$ cat config.mk
export PLATFORM = sky130hd
export DESIGN_NAME = packet_to_multichannel_mixer_flat
export DESIGN_NICKNAME = d
export VERILOG_FILES = /design/src/rtl/packet_to_multichannel_mixer_if.sv /design/src/rtl/packet_to_multichannel_mixer.sv /design/src/flat_wrapper.sv
export SDC_FILE = /design/constraint.sdc
export NUM_CORES = 1
export LEC_CHECK = 0
export ABC_CLOCK_PERIOD_IN_PS = 8600
export CAP_MARGIN = 20
export CORE_ASPECT_RATIO = 1.4
export CORE_MARGIN = 4
export CORE_UTILIZATION = 45
export DETAILED_ROUTE_END_ITERATION = 10
export DONT_BUFFER_PORTS = 1
export PLACE_DENSITY = 0.64
export REMOVE_ABC_BUFFERS = 1
export SYNTH_ARGS = -nofsm -noshare
export SYNTH_HDL_FRONTEND = slang
export SYNTH_SLANG_ARGS = --single-unit
export TNS_END_PERCENT = 1
$ cat constraint.sdc
create_clock -name S_AXIS_ACLK -period 8.6 [get_ports S_AXIS_ACLK]
set_input_delay 0.86 -clock S_AXIS_ACLK [delete_from_list [all_inputs] [get_ports S_AXIS_ACLK]]
set_output_delay 0.86 -clock S_AXIS_ACLK [all_outputs]
set_load 0.02 [all_outputs]
$ cat src/rtl/packet_to_multichannel_mixer_if.sv
// Stream-side bundle for the multichannel mixer: AXI-Stream input beats
// and the mono valid/ready output. slave = mixer view, master = driver view.
interface packet_to_multichannel_mixer_if #(
  parameter int DATA_WIDTH = 32
);
  logic                  S_AXIS_TVALID;
  logic                  S_AXIS_TLAST;
  logic [DATA_WIDTH-1:0] S_AXIS_TDATA;
  logic                  S_AXIS_TREADY;
  logic                  mono_sample_valid;
  logic                  mono_sample_ready;
  logic [DATA_WIDTH-1:0] mono_sample;

  modport slave (
    input  S_AXIS_TVALID,
    input  S_AXIS_TLAST,
    input  S_AXIS_TDATA,
    output S_AXIS_TREADY,
    output mono_sample_valid,
    input  mono_sample_ready,
    output mono_sample
  );

  modport master (
    output S_AXIS_TVALID,
    output S_AXIS_TLAST,
    output S_AXIS_TDATA,
    input  S_AXIS_TREADY,
    input  mono_sample_valid,
    output mono_sample_ready,
    input  mono_sample
  );
endinterface

$ cat src/rtl/packet_to_multichannel_mixer.sv
// Mixes NUM_CHANNELS-sample PCM frames to one mono sample into a FWFT FIFO.
// Ports: clk/async-high reset, bus (stream in + mono out), mix_mode,
// err_clear, sticky frame_error, fifo_level.
module packet_to_multichannel_mixer #(
  parameter int DATA_WIDTH   = 32,
  parameter int NUM_CHANNELS = 2,
  parameter int FIFO_DEPTH   = 4
) (
  input  logic                          S_AXIS_ACLK,
  input  logic                          S_AXIS_ARESET,
  packet_to_multichannel_mixer_if.slave bus,
  input  logic [1:0]                    mix_mode,
  input  logic                          err_clear,
  output logic                          frame_error,
  output logic [$clog2(FIFO_DEPTH):0]   fifo_level
);
  localparam int LOG_N = $clog2(NUM_CHANNELS);
  localparam int ACC_W = DATA_WIDTH + LOG_N;
  localparam int CNT_W = (LOG_N > 0) ? LOG_N : 1;
  localparam int AW    = $clog2(FIFO_DEPTH);
  localparam int LVL_W = AW + 1;

  localparam logic [CNT_W-1:0] LAST_CH =
    CNT_W'(NUM_CHANNELS - 1);
  localparam logic signed [ACC_W-1:0] SAT_MAX =
    ACC_W'($signed({1'b0, {(DATA_WIDTH-1){1'b1}}}));
  localparam logic signed [ACC_W-1:0] SAT_MIN =
    ACC_W'($signed({1'b1, {(DATA_WIDTH-1){1'b0}}}));

  typedef enum logic {ACCUM, DISCARD} state_t;

  state_t                  r_state;
  logic [CNT_W-1:0]        r_cnt;
  logic [1:0]              r_mode;
  logic signed [ACC_W-1:0] r_acc;
  logic [DATA_WIDTH-1:0]   r_result;
  logic                    r_pending;
  logic                    r_err;

  logic [DATA_WIDTH-1:0]   r_mem [FIFO_DEPTH];
  logic [AW-1:0]           r_wr;
  logic [AW-1:0]           r_rd;
  logic [LVL_W-1:0]        r_level;

  logic                    w_tready;
  logic                    w_accept;
  logic                    w_first;
  logic                    w_lastpos;
  logic [1:0]              w_mode;
  logic signed [ACC_W-1:0] w_samp;
  logic signed [ACC_W-1:0] w_fold;
  logic [DATA_WIDTH-1:0]   w_mix;
  logic [LVL_W:0]          w_occ;
  logic                    w_push;
  logic                    w_pop;
  logic                    w_valid;

  // A latched-but-unpushed result reserves a FIFO slot, so the
  // push one edge later can never hit a full FIFO.
  assign w_occ    = {1'b0, r_level} + {{LVL_W{1'b0}}, r_pending};
  assign w_tready = !S_AXIS_ARESET &&
                    (w_occ < (LVL_W+1)'(FIFO_DEPTH));
  assign w_accept = bus.S_AXIS_TVALID && w_tready;

  assign w_first   = (r_cnt == '0);
  assign w_lastpos = (r_cnt == LAST_CH);
  // Mode is taken live on channel 0, then frozen for the frame.
  assign w_mode    = w_first ? mix_mode : r_mode;
  assign w_samp    = ACC_W'($signed(bus.S_AXIS_TDATA));

  always_comb begin
    w_fold = w_samp;
    if (!w_first) begin
      case (w_mode)
        2'b00:   w_fold = r_acc + w_samp;
        2'b01:   w_fold = r_acc;
        2'b10:   w_fold = (w_samp > r_acc) ? w_samp : r_acc;
        default: w_fold = r_acc + w_samp;
      endcase
    end
  end

  always_comb begin
    w_mix = DATA_WIDTH'(w_fold);
    case (w_mode)
      2'b00: w_mix = DATA_WIDTH'(w_fold >>> LOG_N);
      2'b11: begin
        if (w_fold > SAT_MAX)
          w_mix = DATA_WIDTH'(SAT_MAX);
        else if (w_fold < SAT_MIN)
          w_mix = DATA_WIDTH'(SAT_MIN);
      end
      default: ;
    endcase
  end

  always_ff @(posedge S_AXIS_ACLK or posedge S_AXIS_ARESET) begin
    if (S_AXIS_ARESET) begin
      r_state   <= ACCUM;
      r_cnt     <= '0;
      r_mode    <= '0;
      r_acc     <= '0;
      r_result  <= '0;
      r_pending <= 1'b0;
      r_err     <= 1'b0;
    end else begin
      if (r_pending)
        r_pending <= 1'b0;
      if (err_clear)
        r_err <= 1'b0;
      if (w_accept) begin
        unique case (r_state)
          ACCUM: begin
            if (w_first)
              r_mode <= mix_mode;
            r_acc <= w_fold;
            if (bus.S_AXIS_TLAST && w_lastpos) begin
              r_result  <= w_mix;
              r_pending <= 1'b1;
              r_cnt     <= '0;
            end else if (bus.S_AXIS_TLAST) begin
              r_err <= 1'b1;
              r_cnt <= '0;
            end else if (w_lastpos) begin
              r_err   <= 1'b1;
              r_cnt   <= '0;
              r_state <= DISCARD;
            end else begin
              r_cnt <= r_cnt + CNT_W'(1);
            end
          end
          DISCARD: begin
            if (bus.S_AXIS_TLAST)
              r_state <= ACCUM;
          end
        endcase
      end
    end
  end

  assign w_push  = r_pending;
  assign w_valid = (r_level != '0);
  assign w_pop   = w_valid && bus.mono_sample_ready;

  always_ff @(posedge S_AXIS_ACLK) begin
    if (w_push)
      r_mem[r_wr] <= r_result;
  end

  always_ff @(posedge S_AXIS_ACLK or posedge S_AXIS_ARESET) begin
    if (S_AXIS_ARESET) begin
      r_wr    <= '0;
      r_rd    <= '0;
      r_level <= '0;
    end else begin
      if (w_push)
        r_wr <= r_wr + AW'(1);
      if (w_pop)
        r_rd <= r_rd + AW'(1);
      if (w_push && !w_pop)
        r_level <= r_level + LVL_W'(1);
      else if (w_pop && !w_push)
        r_level <= r_level - LVL_W'(1);
    end
  end

  assign bus.S_AXIS_TREADY     = w_tready;
  assign bus.mono_sample_valid = w_valid;
  // Memory is not reset, so the head is masked while empty.
  assign bus.mono_sample       = w_valid ? r_mem[r_rd] : '0;
  assign frame_error           = r_err;
  assign fifo_level            = r_level;
endmodule

$ cat src/flat_wrapper.sv
// flat-port wrapper written by rule: the top's interface ports become plain ports
module packet_to_multichannel_mixer_flat 
#(
  parameter int DATA_WIDTH   = 32,
  parameter int NUM_CHANNELS = 2,
  parameter int FIFO_DEPTH   = 4
)
  (S_AXIS_ACLK, S_AXIS_ARESET, mix_mode, err_clear, frame_error, fifo_level, bus_S_AXIS_TVALID, bus_S_AXIS_TLAST, bus_S_AXIS_TDATA, bus_S_AXIS_TREADY, bus_mono_sample_valid, bus_mono_sample_ready, bus_mono_sample);
  packet_to_multichannel_mixer_if #(.DATA_WIDTH(DATA_WIDTH)) bus_i ();
  input  logic S_AXIS_ACLK;
  input  logic S_AXIS_ARESET;
  input  logic [1:0] mix_mode;
  input  logic err_clear;
  output logic frame_error;
  output logic [$clog2(FIFO_DEPTH):0] fifo_level;
  input wire logic [$bits(bus_i.S_AXIS_TVALID)-1:0] bus_S_AXIS_TVALID;
  input wire logic [$bits(bus_i.S_AXIS_TLAST)-1:0] bus_S_AXIS_TLAST;
  input wire logic [$bits(bus_i.S_AXIS_TDATA)-1:0] bus_S_AXIS_TDATA;
  output wire logic [$bits(bus_i.S_AXIS_TREADY)-1:0] bus_S_AXIS_TREADY;
  output wire logic [$bits(bus_i.mono_sample_valid)-1:0] bus_mono_sample_valid;
  input wire logic [$bits(bus_i.mono_sample_ready)-1:0] bus_mono_sample_ready;
  output wire logic [$bits(bus_i.mono_sample)-1:0] bus_mono_sample;
  assign bus_i.S_AXIS_TVALID = bus_S_AXIS_TVALID;
  assign bus_i.S_AXIS_TLAST = bus_S_AXIS_TLAST;
  assign bus_i.S_AXIS_TDATA = bus_S_AXIS_TDATA;
  assign bus_S_AXIS_TREADY = bus_i.S_AXIS_TREADY;
  assign bus_mono_sample_valid = bus_i.mono_sample_valid;
  assign bus_i.mono_sample_ready = bus_mono_sample_ready;
  assign bus_mono_sample = bus_i.mono_sample;
  packet_to_multichannel_mixer #(.DATA_WIDTH(DATA_WIDTH), .NUM_CHANNELS(NUM_CHANNELS), .FIFO_DEPTH(FIFO_DEPTH)) u_core (.S_AXIS_ACLK(S_AXIS_ACLK), .S_AXIS_ARESET(S_AXIS_ARESET), .bus(bus_i), .mix_mode(mix_mode), .err_clear(err_clear), .frame_error(frame_error), .fifo_level(fifo_level));
endmodule
==> metrics, run 1 <==
outcome finished clean; post-synthesis simple-gate area fraction 12.6%; Cells after Synth 1271; initial drt markers approximately 790; layout cell share with drive strength beyond 1 10.2%; Starting Density between 40% and 50%; Setup crit end kind register; Cell Pwr Density between 300 and 400 nW/um^2; Post-synth EDFFs between 100 and 150; critical path class register to register; # H-tree levels 1; share of flip-flops with an asynchronous set or reset a little under two fifths; worst r2r dst u_core.r_result[12]; global-route wire length before repair 60500 um; hold buffers post-CTS 0; clock sink total between 200 and 250; RSZ-0062 raised after global routing false; CTS buffer count 22; final period utilization between 60% and 70%; Filler cells 2621; Final Max Slew Viols 0; largest family of logic cells by synthesized area compound AO/OA/AOI/OAI gates; footprint of the multi-input gates 6670 um^2; CTS tree built; Synth Warn # 0; crit path max fanout 18; Via density ~6.3; syn avg cell area ~10 um^2; Rel. slew slack between 30% and 40%; Avg WL per Cell ~24 um; drc violations 0; nets@finish between 1k and 1.5k; vias in the first global route around 10k; arrival time worst endpoint around 5.6 ns; Worst VDD drop approximately 0.00015 V; area delta synth->final 8.25%; fmax about 190 MHz; largest net degree at the start of global routing 63; Vias 10.2k; Required @ worst endpoint ~9.1 ns; initial antenna violation count 0; Post-CTS Setup Bufs 0; Critical Path Start Type register; final non-filler cell total around 1.6k; row count 73; worst-skew pair later-pin latency approximately 0.52 ns; Port Buf Inserts 0; Netlist Area Pre-Place between 10000 and 15000 um^2; Top FF cell, synth edfxtp_1; worst slew pin tran 1.03 ns; HPWL after detailed placement roughly 27000 um; GRT Overall Usage roughly a quarter; Setup Skew 0.0230 ns; Netlist cell types just over 80; Leak ~5.4 nW; Final Hold Viols 0; compound-gate portion of the synthesized area 20.5%; Seq/Total Area, Yosys ~44%; setup TNS 0 ns; R2R Setup Slk around 3.4 ns; Synth Area in Adders 7.38%; Crit Reg-Reg Startpoint u_core.r_acc[15]; mux cell area share after synthesis approximately 8.2%; Die Span Y 210 um; Die ar. around 32000 um^2; min-delay worst type input port to async pin; storage element area around 5800 um^2; Placed Instances between 1.5k and 2k; synthesis-stage register bit count between 200 and 250; total gr overflow 0; I/O pin count ~80; n_diodes 0; clock buffer depth 3; commonest cells after routing, fill and taps aside edfxtp_1 (128), nand2_1 (103), o21ai_0 (97); Max-Cap Viols 0; Hold Slack about 0.18 ns; commonest non-fill, non-tap cell in the layout edfxtp_1; total core area roughly 28000 um^2; Die Wd 152 um; GP Congestion 1.05; Setup-failing EPs final 0; clock-pin slew on the worst setup and hold paths roughly 0.08 ns; Tmin final roughly 5.2 ns; Root Buffer clkbuf_16; drt pass-1 iters 7; Post-Route WL 38800 um; xor and xnor area share after synthesis 2.28%; worst reg2reg path depth 12; Post-CTS Resized 0; Routed Antenna Nets 0
[per-layer routing]
layer / global-route usage, % / up-vias / wire, um
met2: 39.3 / 414 / 18500
met1: 30.6 / 5008 / 15700
met3: 3.73 / 110 / 2690
met5: 0 / - / 0
met4: 12.1 / 0 / 1960
li1: - / 4715 / -
[worst max-delay path by stage]
stage | startpoint | end | slack, ns | cells after the start
2_1_floorplan | u_core.r_cnt | u_core.r_result[12] | 2.71 | 8
3_3_place_gp | bus_S_AXIS_TDATA[15] | u_core.r_result[12] | 3.18 | 11
3_5_place_dp | bus_S_AXIS_TDATA[15] | u_core.r_result[12] | 3.16 | 11
4_1_cts | u_core.r_acc[15] | u_core.r_result[12] | 3.51 | 12
5_1_grt | u_core.r_acc[15] | u_core.r_result[12] | 3.23 | 12
6_report | u_core.r_acc[15] | u_core.r_result[12] | 3.42 | 12
[critical path, cell delays in order (launching register included)]
cell,delay [ns]
dfrtp_1,0.42
inv_1,0.08
ha_1,0.42
or4_1,0.67
or4_1,0.49
a2111oi_2,0.36
a221o_2,0.27
o31ai_4,0.13
mux2i_1,0.18
a2111oi_4,0.59
nand4_2,0.79
a221oi_1,0.54
a221o_1,0.16
[cell type report]
| type | instances | area share (%) |
|---|---|---|
| Multi-Input combinational cell | 908 | 47.1 |
| Sequential cell | 206 | 40.9 |
| Clock buffer | 29 | 4.36 |
| Tap cell | 375 | 3.31 |
| Inverter | 75 | 2.00 |
| Timing Repair Buffer | 23 | 1.22 |
| Clock inverter | 11 | 1.03 |
[flip-flops by register name (all words and copies together), names as in the netlist]
name                cells
u_core.r_result        32
u_core.r_mem          128
u_core.fifo_level       3
u_core.r_pending        1
u_core.r_cnt            1
u_core.frame_error      1
u_core.r_wr             2
u_core.r_acc           33
u_core.r_rd             2
u_core.r_mode           2
u_core.r_state          1
[synth_stat cells (7+ instances only)]
master,n,area (um^2)
a31oi_1,22,138
clkbuf_1,63,236
and3_1,7,43.8
o31ai_1,13,97.6
ha_1,74,926
a221oi_1,16,140
o2111a_1,7,78.8
mux2i_1,27,270
dfrtp_1,78,1950
nor2_1,77,289
a21oi_1,84,420
nand4_1,12,75.1
a22oi_1,11,82.6
nand2_1,103,387
and2_1,44,275
edfxtp_1,128,3840
nand3_1,22,110
mux4_2,32,721
inv_1,72,270
nor2b_1,17,106
o21ai_0,97,485
buf_1,7,26.3
a211oi_1,13,97.6
o211ai_1,9,67.6
xnor2_1,29,254
a221o_1,8,80.1
buf_2,7,35.0
nor4_1,7,43.8
nor3_1,18,90.1
nand2b_1,10,62.6
o22ai_1,9,56.3
o21a_1,8,60.1
o221ai_1,9,78.8
a21o_1,11,82.6
[through the flow]
stage          setup WS, ns  utilization [%]  total power, mW  cell area (um^2)
2_1_floorplan          2.71                -             3.47             12700
3_3_place_gp           3.18             47.0             4.25             13400
3_5_place_dp           3.16             47.0             4.27             13400
4_1_cts                3.51             49.7             5.29             14200
5_1_grt                3.23             49.7             5.62             14200
6_report               3.42             49.7             5.30             14200
[report_power, final]
part	switching, mW	leakage [nW]	internal, mW	total, mW
registers	0.221	2.17	1.27	1.49
clock network	0.412	0.372	0.602	1.01
logic	1.80	2.83	1.00	2.80
[kinds of logic (layout without fill, tap and decap cells)]
| kind of cell | count (synthesis) | after routing |
|---|---|---|
| buffers and inverters | 157 | 138 |
| AOI/OAI and AO/OA | 392 | 392 |
| xor gates and xnor gates | 34 | 34 |
| DFF | 206 | 206 |
| and+or+nand+nor | 340 | 340 |
| muxes | 66 | 66 |
| adders and majority gates | 76 | 76 |
(Power assumes the default switching activity.)
==> run 2: changes to the inputs <==
--- a/config.mk
+++ b/config.mk
@@ -5,7 +5,7 @@
 export SDC_FILE = /design/constraint.sdc
 export NUM_CORES = 1
 export LEC_CHECK = 0
-export ABC_CLOCK_PERIOD_IN_PS = 8600
+export ABC_CLOCK_PERIOD_IN_PS = 5450
 export CAP_MARGIN = 20
 export CORE_ASPECT_RATIO = 1.4
 export CORE_MARGIN = 4
==> constraint.sdc (replaced) <==
create_clock -name S_AXIS_ACLK -period 5.45 [get_ports S_AXIS_ACLK]
set_input_delay 0.545 -clock S_AXIS_ACLK [delete_from_list [all_inputs] [get_ports S_AXIS_ACLK]]
set_output_delay 0.545 -clock S_AXIS_ACLK [all_outputs]
set_load 0.02 [all_outputs]
==> run 2 against run 1 <==
Non-clock buffer count grew 14. Total power rose by 58%. Core utilization is 0.29 points higher. Sequential power increased by 58%. Cell area increased by 0.57%. Clock power rose by 47%. Cell count is 0.68% higher. Critical path type unchanged. Critical endpoint is now u_core.r_result[3]. Highest routed layer unchanged.
==> metrics, run 2 (synthesis results as in run 1) <==
final period utilization a little under nine tenths; Vias 10.4k; Post-Route WL ~39000 um; outcome finished clean; Die Span Y 210 um; Starting Density between 40% and 50%; CTS tree built; Setup Skew ~0.023 ns; I/O pin count between 70 and 80; Setup-failing EPs final 0; Setup crit end kind register; min-delay worst type input port to register; fmax between 200 and 250 MHz; crit path max fanout 14; Leak around 5.4 nW; total core area 28500 um^2; drt pass-1 iters 5; footprint of the multi-input gates around 6700 um^2; Tmin final around 4.7 ns; global-route wire length before repair 60400 um; initial drt markers ~860; Post-CTS Resized 0; Sw Share 46.7%; GP Congestion 0.970; nets@finish 1365; CTS buffer count 21; drc violations 0; Die Wd roughly 150 um; # H-tree levels 1; setup TNS 0 ns; DP Area about 13000 um^2; Max-Cap Viols 0; clock-pin slew on the worst setup and hold paths ~0.07 ns; Cell Pwr Density 588 nW/um^2; Clock power frac between 10% and 20%; Final Max Slew Viols 0; worst-skew pair later-pin latency 0.51 ns; combinational power share between 50% and 60%; clock sink total 206; max reg flops roughly 130; GRT Overall Usage 23.8%; area delta synth->final 8.88%; biggest regs u_core.r_mem (128), u_core.r_acc (33), u_core.r_result (32); Required @ worst endpoint a little under 6 ns; Root Buffer clkbuf_16; RSZ-0062 raised after global routing false; Finished Cell Area 14200 um^2; n_diodes 0; total gr overflow 0; Reg with most FFs u_core.r_mem; Port Buf Inserts 0; Filler cells around 2.7k; hold buffers post-CTS 0; Total Power between 8 and 9 mW; HPWL after detailed placement 27700 um; Critical Path Start Type register; sw power around 3.9 mW; critical path class register to register; Via density approximately 6.3; clock buffer depth 3; Avg WL per Cell between 20 and 25 um; Rel. slew slack a little over a quarter; initial antenna violation count 0; arrival time worst endpoint ~5 ns; row count 73; Final Hold Viols 0; vias in the first global route 10.2k; Post-CTS Setup Bufs 0; commonest non-fill, non-tap cell in the layout edfxtp_1; commonest cells after routing, fill and taps aside edfxtp_1 (128), nand2_1 (103), o21ai_0 (97); worst slew pin tran approximately 1.1 ns; storage element area 5800 um^2; Hold Slack between 0.1 and 0.15 ns; Routed Antenna Nets 0; Die ar. 31900 um^2; Internal approximately 4.5 mW; layout cell share with drive strength beyond 1 about 11%; largest net degree at the start of global routing 53; Flop pwr share between 20% and 30%; Final Util between 40 and 50%; Worst VDD drop around 0.00020 V
## run 2: cell types whose count changed in the layout (fill, tap and decap cells not counted)
| cell | change |
|---|---|
| buf_4 | +11 |
| buf_16 | +2 |
| clkbuf_16 | -2 |
| clkbuf_8 | -2 |
| clkinv_8 | +2 |
| bufinv_16 | -1 |
| clkbuf_1 | -1 |
| clkinv_1 | -1 |
| clkinvlp_2 | +1 |
| dlygate4sd3_1 | +1 |
| inv_8 | +1 |
## run 2: metrics by stage
stage | setup slack (ns) | cells
5_1_grt | 0.450 | 1638
3_3_place_gp | 0.722 | 1598
3_5_place_dp | 0.696 | 1598
2_1_floorplan | -0.435 | 1189
6_report | 0.742 | 1638
4_1_cts | 0.757 | 1635
## run 2: power by group through the flow
stage / clock network, mW / registers (mW) / logic, mW
finish: 1.48 / 2.36 / 4.53
floorplan: 0 / 2.38 / 3.10
global route: 1.58 / 2.41 / 4.89
detailed placement: 0 / 2.39 / 4.44
CTS: 1.52 / 2.36 / 4.46
global placement: 0 / 2.36 / 4.44
## run 2: final cells by class
cell class / instances / area share, %
multi-input combinational: 908 / 46.9
sequential: 206 / 40.7
clock buffer: 24 / 3.77
tap: 375 / 3.29
timing repair buffer: 37 / 2.25
inverter: 75 / 1.99
clock inverter: 13 / 1.13
## run 2: worst max-delay path, stage by stage, from the launching register on
cell       delay, ns
dfrtp_1         0.41
inv_1           0.08
ha_1            0.41
or4_1           0.67
or4_1           0.45
a2111oi_2       0.29
a221o_2         0.25
o31ai_4         0.12
mux2i_1         0.18
a2111oi_4       0.58
nand4_2         0.56
buf_4           0.37
o2111a_1        0.12
a31oi_1         0.13
## run 2: final timing paths
path / start / endpoint / slack, ns / cells past startpoint
setup reg to reg: u_core.r_acc[15] / u_core.r_result[3] / 0.74 / 13
max in group asynchronous: S_AXIS_ARESET / u_core.r_acc[4] / 4.02 / 4
hold / removal: err_clear / u_core.frame_error / 0.12 / 1
setup / recovery: u_core.r_acc[15] / u_core.r_result[3] / 0.74 / 13
hold reg to reg: u_core.r_mode[1] / u_core.r_mode[1] / 0.48 / 2
min in group asynchronous: S_AXIS_ARESET / u_core.r_acc[31] / 0.40 / 2
## run 2: per-layer routing
metal	share of wire, %	GRT usage, %	vias up
met3	7.4	4.06	106
met2	47	38.8	449
met5	0	0	-
li1	-	-	4725
met1	40	31.1	5090
met4	5.0	11.4	0
==> run 3: changes to the inputs <==
--- a/config.mk
+++ b/config.mk
@@ -7,13 +7,14 @@
 export LEC_CHECK = 0
 export ABC_CLOCK_PERIOD_IN_PS = 5450
 export CAP_MARGIN = 20
+export CELL_PAD_IN_SITES_DETAIL_PLACEMENT = 1
+export CELL_PAD_IN_SITES_GLOBAL_PLACEMENT = 1
 export CORE_ASPECT_RATIO = 1.4
 export CORE_MARGIN = 4
 export CORE_UTILIZATION = 45
 export DETAILED_ROUTE_END_ITERATION = 10
 export DONT_BUFFER_PORTS = 1
-export PLACE_DENSITY = 0.64
-export REMOVE_ABC_BUFFERS = 1
+export PLACE_DENSITY = 0.76
 export SYNTH_ARGS = -nofsm -noshare
 export SYNTH_HDL_FRONTEND = slang
 export SYNTH_SLANG_ARGS = --single-unit
==> run 3 against run 2 <==
Sequential cell count unchanged. Critical path depth is 1 lower. Wire length up 7.9%. Largest cell class unchanged.
==> metrics, run 3 (synthesis results as in run 1) <==
largest net degree at the start of global routing 76; Setup crit end kind register; final period utilization approximately nine tenths; commonest cells after routing, fill and taps aside edfxtp_1 (128), nand2_1 (103), o21ai_0 (97); CTS buffer count 22; Port Buf Inserts 0; Sw Share 47.2%; sw power a little under 4 mW; Crit Reg-Reg Startpoint u_core.r_acc[15]; cell family with most CP delay compound AO/OA/AOI/OAI gates; Cell Pwr Density approximately 600 nW/um^2; Die ar. between 30000 and 40000 um^2; worst-skew pair later-pin latency about 0.52 ns; Worst Path Buf+Inv 1; CTS tree built; Reg with most FFs u_core.r_mem; Setup-failing EPs final 0; GP Congestion roughly 0.95; Final Max Slew Viols 0; Place WS 0.561 ns; worst slew pin tran 1.14 ns; max reg flops 128; Vias 10.5k; initial antenna violation count 0; drc violations 0; fmax 201 MHz; Syn Nets 1387; worst reg2reg path depth 12; Final Hold Viols 0; Hold Slack around 0.12 ns; clock-pin slew on the worst setup and hold paths 0.07 ns; Tmin final around 5.0 ns; Min-Delay Path Depth 1; Leak 5.38 nW; Top cell by count, worst path or4_1; Die Wd 152 um; drt pass-1 iters 5; commonest non-fill, non-tap cell in the layout edfxtp_1; Clock power frac between 10% and 20%; global-route wire length before repair ~65000 um; critical path class register to register; Max-Cap Viols 0; Setup WS post-layout ~0.48 ns; RSZ-0062 raised after global routing false; crit path max fanout 18; arrival time worst endpoint between 5 and 6 ns; clock sink total 206; row count 73; Internal 4.46 mW; total core area 28500 um^2; Post-Route WL 42000 um; GRT Overall Usage between 20% and 30%; initial drt markers between 700 and 800; Flop pwr share between 20% and 30%; DP Area 13400 um^2; biggest regs u_core.r_mem (128), u_core.r_acc (33), u_core.r_result (32); R2R Setup Slk 0.48 ns; setup TNS 0 ns; max incr delay on CP 0.72 ns; I/O pin count just under 80; Worst path slowest cell nand4_2; Setup Skew 0.0233 ns; nets@finish ~1.4k; # H-tree levels 1; worst path cell trace inv_1, ha_1, or4_1, or4_1, a2111oi_2, a221o_2, o31ai_4, mux2i_1, a2111oi_4, nand4_2, a221oi_1, a221o_1; Finished Cell Area approximately 14000 um^2; outcome finished clean; clock buffer depth 3; total gr overflow 0; Die Span Y roughly 210 um; vias in the first global route ~11k; Starting Density between 40 and 50%; hold_sp err_clear; min-delay worst type input port to register; Required @ worst endpoint ~5.9 ns; Worst VDD drop roughly 0.00049 V; Rel. slew slack around a quarter; Avg WL per Cell roughly 26 um; Min-Delay Endpoint u_core.frame_error; Final Util around 50%; HPWL after detailed placement 30000 um; layout cell share with drive strength beyond 1 10.7%; area delta synth->final 8.37%; n_diodes 0; Root Buffer clkbuf_16; Critical Path Start Type register; worst r2r dst u_core.r_result[12]; combinational power share a little over half; Routed Antenna Nets 0; Via density roughly 6.4
[run 3: stage by stage]
step | total power, mW | cells
2_1_floorplan | 5.57 | 1271
3_3_place_gp | 6.79 | 1590
3_5_place_dp | 6.88 | 1590
4_1_cts | 8.41 | 1631
5_1_grt | 8.92 | 1633
6_report | 8.44 | 1633
[run 3: worst max-delay path by stage]
stage	from	end	slack, ns	cells past startpoint
floorplan	bus_S_AXIS_TDATA[14]	u_core.r_result[3]	1.42	14
global placement	bus_S_AXIS_TDATA[15]	u_core.r_result[12]	0.64	11
detailed placement	bus_S_AXIS_TDATA[15]	u_core.r_result[12]	0.56	11
CTS	u_core.r_acc[15]	u_core.r_result[12]	0.56	12
global route	u_core.r_acc[15]	u_core.r_result[12]	0.30	12
finish	u_core.r_acc[15]	u_core.r_result[12]	0.48	12
[run 3: power by group through the flow]
stage	Combinational, mW	Sequential [mW]	Clock, mW
after floorplan	3.33	2.24	0
after global placement	4.46	2.32	0
after detailed placement	4.53	2.36	0
after CTS	4.55	2.33	1.53
after global routing	4.94	2.38	1.60
final	4.60	2.34	1.50
[run 3: what timing repair did]
action | in CTS | in global routing
endpoints found under the hold margin | 8 | 0
hold buffers | 1 | 0
resized for setup | 0 | 0
setup buffers | 0 | 0
setup endpoints to repair | 0 | 0
[run 3: cell type report]
type,count,area [um^2]
multi-input combinational,908,6670
timing repair buffer,29,238
clock inverter,13,104
sequential,206,5800
clock buffer,27,611
tap,375,469
inverter,75,283
fill,3143,14300
[run 3: routing by layer]
metal / up-vias / track usage (%) / wire length [um]
li1: 4721 / - / -
met1: 5291 / 33.2 / 17100
met2: 367 / 43.2 / 20500
met3: 110 / 3.92 / 2650
met4: 0 / 10.4 / 1710
met5: - / 0 / 0
==> RTL change 1, RTL diff (flow settings as in run 2) <==
`NUM_CHANNELS` is set to 2 in 2 places; all go to 4.
--- a/src/rtl/packet_to_multichannel_mixer.sv
+++ b/src/rtl/packet_to_multichannel_mixer.sv
@@ -3,7 +3,7 @@
 // err_clear, sticky frame_error, fifo_level.
 module packet_to_multichannel_mixer #(
   parameter int DATA_WIDTH   = 32,
-  parameter int NUM_CHANNELS = 2,
+  parameter int NUM_CHANNELS = 4,
   parameter int FIFO_DEPTH   = 4
 ) (
   input  logic                          S_AXIS_ACLK,
--- a/src/flat_wrapper.sv
+++ b/src/flat_wrapper.sv
@@ -2,7 +2,7 @@
 module packet_to_multichannel_mixer_flat 
 #(
   parameter int DATA_WIDTH   = 32,
-  parameter int NUM_CHANNELS = 2,
+  parameter int NUM_CHANNELS = 4,
   parameter int FIFO_DEPTH   = 4
 )
   (S_AXIS_ACLK, S_AXIS_ARESET, mix_mode, err_clear, frame_error, fifo_level, bus_S_AXIS_TVALID, bus_S_AXIS_TLAST, bus_S_AXIS_TDATA, bus_S_AXIS_TREADY, bus_mono_sample_valid, bus_mono_sample_ready, bus_mono_sample);
Formal check against the unedited RTL: not equivalent (a bounded check fails within 4 cycles, from zero or initial values and one cycle with S_AXIS_ARESET high).
==> RTL change 1 against run 2 <==
Final cell count fell by 1.7%. Sequential cell count up 2. Clock power fell by 4%. Design area is 2.5% lower. Power rose by 0.77%. First-iteration DRC count fell by 4.9%. Synthesized area shrank 1.8%. Wire length shrank 6.7%. Worst setup slack got worse by 0.29 ns. Largest power group unchanged. Clock skew is 0.0054 ns lower.
==> RTL change 1: results (changes against run 2) <==
The slew at the pin with the worst max-slew slack was 0.885 ns (was 1.08 ns). The delay of the slowest cell on the worst path came to 0.73 ns (was 0.67 ns). The non-clock buffer share of cell area is 0.0157 (was 0.0225). The total detailed-routing wirelength is 36300 microns (was 38900 microns).

The met2 usage is 0.379 (was 0.388). The count of multi-input combinational gates came out at 891 (was 908). Top cells by area, synth: sky130_fd_sc_hd__edfxtp_1 30%, sky130_fd_sc_hd__dfrtp_1 16%, sky130_fd_sc_hd__ha_1 7.6% (was sky130_fd_sc_hd__edfxtp_1 29%, sky130_fd_sc_hd__dfrtp_1 15%, sky130_fd_sc_hd__ha_1 7.1%). The overall track demand over capacity in global routing is 0.228 (was 0.238). The post-layout instance count excluding filler cells came out at 1610 (was 1638). The sequential share of cell area was 0.421 (was 0.407). The relative area of clock buffers and inverters in the final design is 0.0479 (was 0.0490). The post-detailed-placement cell area is 13200 sq um (was 13500 sq um). The met3 global-route usage came to 0.0268 (was 0.0406). The full die area was 31400 sq um (was 31900 sq um).

The number of clock buffers in the layout is 26 (was 24). The share of synthesized flip-flops with an asynchronous set or reset is 0.385 (was 0.379). The detailed-routed wire length on met2 is 17900 microns (was 18400 microns). The met1 usage in global routing is 0.304 (was 0.311). The number of nets in the layout is 1346 (was 1365).

The start point of the worst min-delay path was bus_S_AXIS_TLAST (was err_clear). The final-layout fill cell count is 2624 (was 2651). Result of the run: finished clean (unchanged).

The leakage power came out at 5.29 nW (was 5.42 nW). The share of post-route cells with drive strength above 1 came out at 0.102 (was 0.111). The overall via count from detail_route is 9829 (was 10370). The standard cell with the maximum stage delay on the critical path is sky130_fd_sc_hd__a221oi_1 (was sky130_fd_sc_hd__or4_1).

Top flop regs: u_core.r_mem x128, u_core.r_acc x34, u_core.r_result x32 (was u_core.r_mem x128, u_core.r_acc x33, u_core.r_result x32). Commonest cells in the netlist: 128 x sky130_fd_sc_hd__edfxtp_1, 118 x sky130_fd_sc_hd__nand2_1, 96 x sky130_fd_sc_hd__o21ai_0, 91 x sky130_fd_sc_hd__nor2_1, 85 x sky130_fd_sc_hd__a21oi_1 (was 128 x sky130_fd_sc_hd__edfxtp_1, 103 x sky130_fd_sc_hd__nand2_1, 97 x sky130_fd_sc_hd__o21ai_0, 84 x sky130_fd_sc_hd__a21oi_1, 78 x sky130_fd_sc_hd__dfrtp_1). The via count of the first global-routing pass came to 9720 (was 10220). The number of violations reported at the end of detailed-routing iteration 0 is 821 (was 863).
==> RTL change 1: logic make-up after synthesis <==
| group | synth area share |
|---|---|
| compound gates | 0.190 |
| xor+xnor | 0.0259 |
| fa+ha+maj | 0.0791 |
| buf+inv | 0.0485 |
| flops | 0.455 |
| mux | 0.0709 |
| simple gates | 0.131 |
==> RTL change 1: report_power, final <==
group	leakage [nW]	total (W)	internal (W)	switching, W
logic	2.77	0.00465	0.00162	0.00303
registers	2.20	0.00237	0.00202	0.000356
clock network	0.320	0.00142	0.000819	0.000604
total	5.29	0.00844	0.00446	0.00398
==> RTL change 1: metrics by stage <==
stage	worst slack, ns	hold WS [ns]
2_1_floorplan	0.0395	0.449
3_3_place_gp	0.506	0.463
3_5_place_dp	0.483	0.470
4_1_cts	0.450	0.120
5_1_grt	0.283	0.130
6_report	0.450	0.140
==> RTL change 1: what timing repair did <==
item,in CTS,in global routing
endpoints found under the setup margin,0,0
hold endpoints to repair,24,0
hold buffers,1,0
==> RTL change 2, RTL diff (settings of run 2) <==
Without the edit above. Register the input `mix_mode` before use. The logic sees it one clock later. The other inputs are not delayed to match.
--- a/src/rtl/packet_to_multichannel_mixer.sv
+++ b/src/rtl/packet_to_multichannel_mixer.sv
@@ -28,6 +28,16 @@
     ACC_W'($signed({1'b1, {(DATA_WIDTH-1){1'b0}}}));
 
   typedef enum logic {ACCUM, DISCARD} state_t;
+
+  logic [1:0] mix_mode_q;
+
+  always_ff @(posedge S_AXIS_ACLK or posedge S_AXIS_ARESET) begin
+    if (S_AXIS_ARESET) begin
+      mix_mode_q <= '0;
+    end else begin
+      mix_mode_q <= mix_mode;
+    end
+  end
 
   state_t                  r_state;
   logic [CNT_W-1:0]        r_cnt;
@@ -65,7 +75,7 @@
   assign w_first   = (r_cnt == '0);
   assign w_lastpos = (r_cnt == LAST_CH);
   // Mode is taken live on channel 0, then frozen for the frame.
-  assign w_mode    = w_first ? mix_mode : r_mode;
+  assign w_mode    = w_first ? mix_mode_q : r_mode;
   assign w_samp    = ACC_W'($signed(bus.S_AXIS_TDATA));
 
   always_comb begin
@@ -112,7 +122,7 @@
         unique case (r_state)
           ACCUM: begin
             if (w_first)
-              r_mode <= mix_mode;
+              r_mode <= mix_mode_q;
             r_acc <= w_fold;
             if (bus.S_AXIS_TLAST && w_lastpos) begin
               r_result  <= w_mix;
Check against the original RTL: not equivalent (Yosys sat finds a counterexample within 4 cycles, from zero or initial values and one cycle with S_AXIS_ARESET high).
==> RTL change 2 against run 2 <==
Worst setup slack better by 0.55 ns. Clock power fell by 5%. Synthesized area is 6.1% lower. Via count decreased by 12%. Largest cell class unchanged. Non-clock buffer count shrank 12. Highest routed layer unchanged. Combinational power decreased by 13%. Critical endpoint is now u_core.r_result[19]. Power fell by 7.5%. Design area shrank 6.3%. Sequential cell count rose by 2. Wire length shrank 14%.
==> RTL change 2: results (changes against run 2) <==
The number of violations reported at the end of detailed-routing iteration 0 came out at 598 (was 863). The leakage power came out at 5.05 nW (was 5.42 nW). The post-route core utilization came to 0.496 (was 0.500). The routed length on met1 is 13200 microns (was 15700 microns). The family with the most delay on the worst path was compound AO/OA/AOI/OAI gates (was simple AND/OR/NAND/NOR gates). The detailed-routed wire length on met2 came to 17200 microns (was 18400 microns). The number of cells on the worst hold path came to 0 (was 1). The post-detailed-placement cell area is 12700 sq um (was 13500 sq um). Result of the run: finished clean (unchanged). The setup slack after placement came out at 1.11 ns (was 0.696 ns). The mean routed wirelength per cell is 22.3 microns (was 23.7 microns). The number of hold-repair buffers added at the cts stage is 1 (was 0). The overall track demand over capacity in global routing came to 0.222 (was 0.238). The total detailed-routing wirelength came out at 33500 microns (was 38900 microns).

The start point of the worst min-delay path is mix_mode[1] (was err_clear). The standard cell with the maximum stage delay on the critical path was sky130_fd_sc_hd__nor3_2 (was sky130_fd_sc_hd__or4_1). The count of cells along the worst register-to-register path was 12 (was 13). The share of synthesized flip-flops with an asynchronous set or reset came out at 0.385 (was 0.379).

The parity-gate share of the synthesized area counting xor and xnor cells is 0.0214 (was 0.0228). The cell row count came out at 71 (was 73). The relative area of clock buffers and inverters in the final design came to 0.0500 (was 0.0490). The wire length of the first global-routing pass came to 52500 microns (was 60400 microns).

The mean instance size in the synthesized netlist came to 10.9 sq um (was 10.3 sq um). The met2 usage is 0.396 (was 0.388). The worst vdd rail ir drop was 0.220 mV (was 0.199 mV). The non-clock buffer instance count of the final layout was 25 (was 37). The source of the worst register-to-register timing path is u_core.r_acc[0] (was u_core.r_acc[15]). The reg-to-reg critical path endpoint is u_core.r_result[19] (was u_core.r_result[3]).
==> RTL change 2: changes by cell type in the layout (fill, tap and decap cells not counted), sizes merged, moves of 7 or more <==
cell / delta
o21ai: -24
a21oi: -15
mux2i: -15
buf: -12
xnor2: -11
nand2: -10
a211oi: +7
nor2b: -7
xor2: +7
==> RTL change 2: worst max path at each step <==
stage,end,startpoint,cells after the start
after floorplan,u_core.r_result[21],u_core.fifo_level[0],9
after global placement,u_core.r_result[9],bus_S_AXIS_TDATA[0],12
after detailed placement,u_core.r_result[4],bus_S_AXIS_TDATA[0],12
after CTS,u_core.r_result[21],u_core.r_acc[0],12
after global routing,u_core.r_result[20],u_core.r_acc[0],12
final,u_core.r_result[19],u_core.r_acc[0],12
==> RTL change 2: power by group <==
part / leakage [nW] / internal (W) / total (W) / switching, W
Combinational: 2.54 / 0.00142 / 0.00396 / 0.00254
Sequential: 2.17 / 0.00206 / 0.00239 / 0.000331
Clock: 0.330 / 0.000796 / 0.00140 / 0.000607
